[src/rtl/bus_package.sv]
// Shared request/response bus definitions: tag and command widths and the bus command encoding.
package bus_package;

    localparam int unsigned TAG_WIDTH = 4;
    localparam int unsigned CMD_WIDTH = 2;

    typedef enum logic [CMD_WIDTH-1:0] {
        bus_idle       = 2'd0,
        bus_read       = 2'd1,
        bus_write      = 2'd2,
        bus_invalidate = 2'd3
    } bus_command_e;

endpackage

[src/rtl/line_fetch_master.sv]
// Fetches one 128-bit line over a split request/response bus with nack retry and backoff.
// Define LINE_FETCH_TIMEOUT_EN to bound the response wait to TIMEOUT_CYCLES.
module line_fetch_master
    import bus_package::*;
#(
    parameter int unsigned MASTER_TAG     = 1,
    parameter int unsigned BACKOFF_CYCLES = 4,
    parameter int unsigned MAX_RETRIES    = 7,
    parameter int unsigned TIMEOUT_CYCLES = 255
) (
    input  logic                 clock,
    input  logic                 reset,
    input  logic                 fetch_valid,
    input  logic [31:0]          fetch_address,
    output logic                 fetch_ready,
    output logic                 fetch_done,
    output logic                 fetch_error,
    output logic [127:0]         fetch_data,
    output logic                 request_breq,
    input  logic                 request_bgnt,
    output logic                 request_oe,
    output logic [31:0]          request_address,
    output logic [CMD_WIDTH-1:0] request_command,
    output logic [TAG_WIDTH-1:0] request_tag,
    input  logic                 nack,
    input  logic                 response_oe,
    input  logic [TAG_WIDTH-1:0] response_tag,
    input  logic [127:0]         response_data
);

    localparam int unsigned RetryWidth   = (MAX_RETRIES > 0) ? $clog2(MAX_RETRIES + 1) : 1;
    localparam int unsigned BackoffWidth = (BACKOFF_CYCLES > 1) ? $clog2(BACKOFF_CYCLES) : 1;

    typedef enum logic [2:0] {IDLE, ARB, ISSUE, BACKOFF, WAIT, DONE} state_e;

    state_e                  state_q, state_d;
    logic [31:0]             addr_q, addr_d;
    logic [RetryWidth-1:0]   retry_q, retry_d;
    logic [BackoffWidth-1:0] backoff_q, backoff_d;
    logic                    error_q, error_d;
    logic [127:0]            data_q, data_d;
    logic                    response_hit;

    assign response_hit = response_oe && (response_tag == TAG_WIDTH'(MASTER_TAG));

`ifdef LINE_FETCH_TIMEOUT_EN
    localparam int unsigned TimeoutWidth = (TIMEOUT_CYCLES > 1) ? $clog2(TIMEOUT_CYCLES) : 1;
    logic [TimeoutWidth-1:0] timeout_q, timeout_d;
`endif

    always_comb begin
        state_d   = state_q;
        addr_d    = addr_q;
        retry_d   = retry_q;
        backoff_d = backoff_q;
        error_d   = error_q;
        data_d    = data_q;
`ifdef LINE_FETCH_TIMEOUT_EN
        timeout_d = timeout_q;
`endif
        case (state_q)
            IDLE: begin
                if (fetch_valid) begin
                    addr_d  = {fetch_address[31:4], 4'h0};
                    retry_d = '0;
                    error_d = 1'b0;
                    state_d = ARB;
                end
            end
            ARB: begin
                if (request_bgnt) state_d = ISSUE;
            end
            ISSUE: begin
                if (!nack) begin
`ifdef LINE_FETCH_TIMEOUT_EN
                    timeout_d = '0;
`endif
                    state_d = WAIT;
                end else if (retry_q == RetryWidth'(MAX_RETRIES)) begin
                    error_d = 1'b1;
                    data_d  = '0;
                    state_d = DONE;
                end else begin
                    retry_d   = retry_q + 1'b1;
                    backoff_d = '0;
                    state_d   = BACKOFF;
                end
            end
            BACKOFF: begin
                if (backoff_q == BackoffWidth'(BACKOFF_CYCLES - 1)) state_d = ARB;
                else backoff_d = backoff_q + 1'b1;
            end
            WAIT: begin
                if (response_hit) begin
                    data_d  = response_data;
                    state_d = DONE;
                end
`ifdef LINE_FETCH_TIMEOUT_EN
                // Count lands on TIMEOUT_CYCLES as we leave the last permitted WAIT cycle
                else if (timeout_q == TimeoutWidth'(TIMEOUT_CYCLES - 1)) begin
                    error_d = 1'b1;
                    data_d  = '0;
                    state_d = DONE;
                end else begin
                    timeout_d = timeout_q + 1'b1;
                end
`endif
            end
            DONE:    state_d = IDLE;
            default: state_d = IDLE;
        endcase
    end

    always_ff @(posedge clock or negedge reset) begin
        if (!reset) begin
            state_q   <= IDLE;
            addr_q    <= '0;
            retry_q   <= '0;
            backoff_q <= '0;
            error_q   <= 1'b0;
            data_q    <= '0;
        end else begin
            state_q   <= state_d;
            addr_q    <= addr_d;
            retry_q   <= retry_d;
            backoff_q <= backoff_d;
            error_q   <= error_d;
            data_q    <= data_d;
        end
    end

`ifdef LINE_FETCH_TIMEOUT_EN
    always_ff @(posedge clock or negedge reset) begin
        if (!reset) timeout_q <= '0;
        else        timeout_q <= timeout_d;
    end
`endif

    // Gating with reset keeps ready low while reset is held even though state is IDLE
    assign fetch_ready     = reset && (state_q == IDLE);
    assign fetch_done      = (state_q == DONE);
    assign fetch_error     = fetch_done && error_q;
    assign fetch_data      = data_q;
    assign request_breq    = (state_q == ARB);
    assign request_oe      = (state_q == ISSUE);
    assign request_address = request_oe ? addr_q : '0;
    assign request_command = request_oe ? CMD_WIDTH'(bus_read) : '0;
    assign request_tag     = request_oe ? TAG_WIDTH'(MASTER_TAG) : '0;

endmodule

[config.mk]
export PLATFORM = sky130hd
export DESIGN_NAME = line_fetch_master
export DESIGN_NICKNAME = d
export VERILOG_FILES = /design/src/rtl/bus_package.sv /design/src/rtl/line_fetch_master.sv
export SDC_FILE = /design/constraint.sdc
export NUM_CORES = 1
export LEC_CHECK = 0
export CORE_MARGIN = 3
export CORE_UTILIZATION = 30
export CTS_CLUSTER_DIAMETER = 40
export CTS_CLUSTER_SIZE = 8
export DETAILED_ROUTE_END_ITERATION = 8
export SLEW_MARGIN = 15
export SYNTH_ARGS = -nofsm -noshare
export SYNTH_HDL_FRONTEND = slang
export SYNTH_SLANG_ARGS = --single-unit
[constraint.sdc]
create_clock -name clock -period 2.3 [get_ports clock]
set_clock_uncertainty 0.2 [all_clocks]
set_input_delay 0.46 -clock clock [delete_from_list [all_inputs] [get_ports clock]]
set_output_delay 0.46 -clock clock [all_outputs]
set_load 0.02 [all_outputs]
==> impl_metrics.json, run 1 <==
{
  "finalNetCount": 963,
  "grt_pass1_vias": 5347,
  "worst_slew_pin_slew_ns": 0.527,
  "holdCritPathClass": "reg -> reg",
  "required_ns": 1.64,
  "start_util_pct": 30.8,
  "cts.sinks": 165,
  "avgSynthCellArea_um2": 14.6,
  "worst_ir_drop_vdd_mv": 0.520,
  "ant_nets": 0,
  "critPathKind": "reg -> out",
  "cts_tree": "built",
  "start_kind": "flip-flop",
  "grt_start_max_net_pins": 95,
  "place_ws_ns": -0.176,
  "die_x_um": 154,
  "period_share_pct": 99.6,
  "ioPinCount": 341,
  "slew_viol_final": 0,
  "antenna_found_initial": 0,
  "fin_crit_ns": 2.29,
  "portBuffers": 328,
  "synth_top_cell_area_share_pct": 63.1,
  "drt_iter0_drc": 215,
  "clk_pin_slew_ns": 0.07,
  "setup_viol": 0,
  "clockBufferDepth": 2,
  "critPathCaptureType": "primary output",
  "syn_area_um2": 6540,
  "postSynthCellCount": 448,
  "drive_above_1_share_pct": 16.0,
  "power_mw": 11.1,
  "power_density_nw_per_um2": 1020,
  "wire_per_inst_um": 18.5,
  "min-delay-start": "addr_q[6]",
  "core_region_area_um2": 21200,
  "final_hold_viol_count": 0,
  "status": "finished clean",
  "cts-buffers-inserted": 17,
  "placed_cell_area_um2": 10100,
  "max_freq_ghz": 0.436,
  "setup_ws_ns": 0.00827,
  "cp.arrival_ns": 1.63,
  "grtUsageTotal_pct": 16.2,
  "drv_cap": 0,
  "ys_ff_latch": 165,
  "ys_types": 34,
  "critical_path.startpoint": "state_q[2]",
  "drt_wl_total_mm": 19.9,
  "clock_latency_ns": 0.41,
  "ys.warnings.count": 0,
  "top_usage_layer": "met2",
  "slew_headroom_pct": 64.9,
  "met1_usage_pct": 20.4,
  "drcViolationCount": 0,
  "yosysTopAreaCell": "dfrtp_1",
  "num-fill-cells": 1828,
  "overflow": 0,
  "root_buffer": "clkbuf_16",
  "die_area_um2": 23600,
  "via_per_inst": 4.78,
  "rr_startpoint": "state_q[0]",
  "grtUsageMet3_pct": 4.73,
  "htree_levels": 4,
  "hpwl_mm": 14.0,
  "vias": 5152,
  "antenna_cells": 0,
  "power.leakage_nw": 4.88,
  "synth-seq-area-share_pct": 63.1,
  "syn2layout_area_growth_pct": 65.8,
  "die_h_um": 154,
  "dr.pass1.iters": 7,
  "final_cell_area_um2": 10800,
  "grt_pass1_wl_mm": 30.6,
  "rows": 53,
  "place.gp.congestion": 0.827,
  "synth.area.top_cells": "dfrtp_1, a22o_1, buf_12",
  "path_max_fanout": 8,
  "grtUsageMet2_pct": 27.3,
  "rsz0062_at_grt": "true"
}
## cell usage in the layout, fill, tap and decap left out, types with 2 or more instances in the layout
master and count:
a21oi_1 3, a22o_1 133, and2_1 21, and2_4 11, buf_12 8, buf_16 2
buf_2 10, buf_4 26, buf_6 20, bufinv_16 4, clkbuf_16 18, clkdlybuf4s50_1 292
clkinv_8 2, conb_1 8, dfrtp_1 165, ha_1 3, inv_6 5, mux2_1 19
mux2_2 11, nand2_1 3, nand2b_1 5, nor2_1 6
## critical path: stages (launching register included)
cell	delay, ns
dfrtp_1	0.40
nor3b_4	0.20
buf_6	0.15
buf_8	0.13
buf_12	0.10
and2_4	0.13
buf_6	0.11
## synthesized netlist by cell type
| cell | number |
|---|---|
| buf_2 | 19 |
| nand2_1 | 3 |
| a211o_1 | 1 |
| nand4_1 | 1 |
| mux2_1 | 19 |
| clkinv_1 | 1 |
| o21bai_1 | 1 |
| conb_1 | 1 |
| nor2_1 | 7 |
| buf_4 | 10 |
| dfrtp_1 | 165 |
| o2111ai_1 | 1 |
| o21a_1 | 1 |
| a31oi_1 | 1 |
| or2_1 | 1 |
| and2_1 | 32 |
| mux2i_1 | 1 |
| buf_6 | 3 |
| buf_12 | 11 |
| nor3_2 | 1 |
| o21ai_0 | 1 |
| nor3_1 | 2 |
| mux2_2 | 11 |
| nand4b_1 | 1 |
| a21oi_1 | 3 |
| nand2_2 | 1 |
| nor4b_2 | 1 |
| nor3b_2 | 1 |
| nand2b_1 | 5 |
| nor2b_1 | 1 |
| ha_1 | 3 |
| a22o_1 | 133 |
| a311oi_1 | 1 |
| clkbuf_1 | 4 |
## registers in the layout (all words and copies together), names as in the netlist
name        count
backoff_q       2
addr_q         28
error_q         1
state_q         3
fetch_data    128
retry_q         3
## logic make-up after synthesis
kind of cell,synth area share [%]
flip-flops,63.1
multiplexers,5.32
adder cells (fa/ha/maj),0.574
AND/OR/NAND/NOR,5.35
AO/OA/AOI/OAI,18.8
buffers and inverters,6.77
other,0.0573
## worst paths after layout
kind	end	slack (ns)	depth (start not counted)
max	request_address[26]	0.008	6
min	addr_q[6]	0.28	1
max reg2reg	fetch_data[101]	0.11	7
min reg2reg	addr_q[6]	0.28	1
max in group asynchronous	retry_q[2]	0.53	4
min in group asynchronous	fetch_data[40]	0.55	3
## final cells by class
type                       count  area, µm²  share of cell area [%]
inverter                       1       3.75                  0.0346
clock buffer                  17        425                    3.92
clock inverter                14        218                    2.01
timing repair buffer         363       3680                    33.9
multi-input combinational    242       2050                    18.9
tap                          275        344                    3.17
sequential                   165       4130                    38.1
## where the power goes
part	switching [mW]	internal, mW	leakage [nW]
Combinational	1.88	2.17	2.34
Sequential	0.368	3.60	2.22
Clock	1.23	1.85	0.311
Total	3.47	7.62	4.88
## metrics by stage
stage | hold WS (ns) | std cells | TNS [ns] | utilization (%)
after global routing | 0.305 | 1077 | -0.426 | 51.1
after global placement | 0.259 | 1036 | -22.43 | 47.5
after CTS | 0.285 | 1076 | -1.16 | 50.9
final | 0.281 | 1077 | 0 | 51.1
after detailed placement | 0.270 | 1036 | -19.53 | 47.5
after floorplan | -0.0356 | 455 | 0 | -
## what timing repair did
action	CTS	global route
hold endpoints to repair	93	0
pin swaps	6	3
cloned	2	2
buffers inserted	6	1
endpoints found under the setup margin	35	39
gates resized for setup	164	41
hold buffers	1	0
## routing by layer
metal | vias to the layer above | wire length, µm
met5 | - | 0
met1 | 2574 | 8190
li1 | 2339 | -
met4 | 0 | 304
met3 | 19 | 1350
met2 | 220 | 10100
(Power assumes the default switching activity.)
==> run 2, diff against run 1 <==
--- a/config.mk
+++ b/config.mk
@@ -8,7 +8,7 @@
 export CORE_MARGIN = 3
 export CORE_UTILIZATION = 30
 export CTS_CLUSTER_DIAMETER = 40
-export CTS_CLUSTER_SIZE = 8
+export CTS_CLUSTER_SIZE = 25
 export DETAILED_ROUTE_END_ITERATION = 8
 export SLEW_MARGIN = 15
 export SYNTH_ARGS = -nofsm -noshare
==> results of run 2 <==
No change in the layout: final DEF, timing and power equal those of run 1.
==> run 3, diff against run 2 <==
--- a/config.mk
+++ b/config.mk
@@ -10,7 +10,7 @@
 export CTS_CLUSTER_DIAMETER = 40
 export CTS_CLUSTER_SIZE = 25
 export DETAILED_ROUTE_END_ITERATION = 8
-export SLEW_MARGIN = 15
+export SLEW_MARGIN = 10
 export SYNTH_ARGS = -nofsm -noshare
 export SYNTH_HDL_FRONTEND = slang
 export SYNTH_SLANG_ARGS = --single-unit
==> results of run 3 <==
No change in the layout: final DEF, timing and power equal those of run 1.
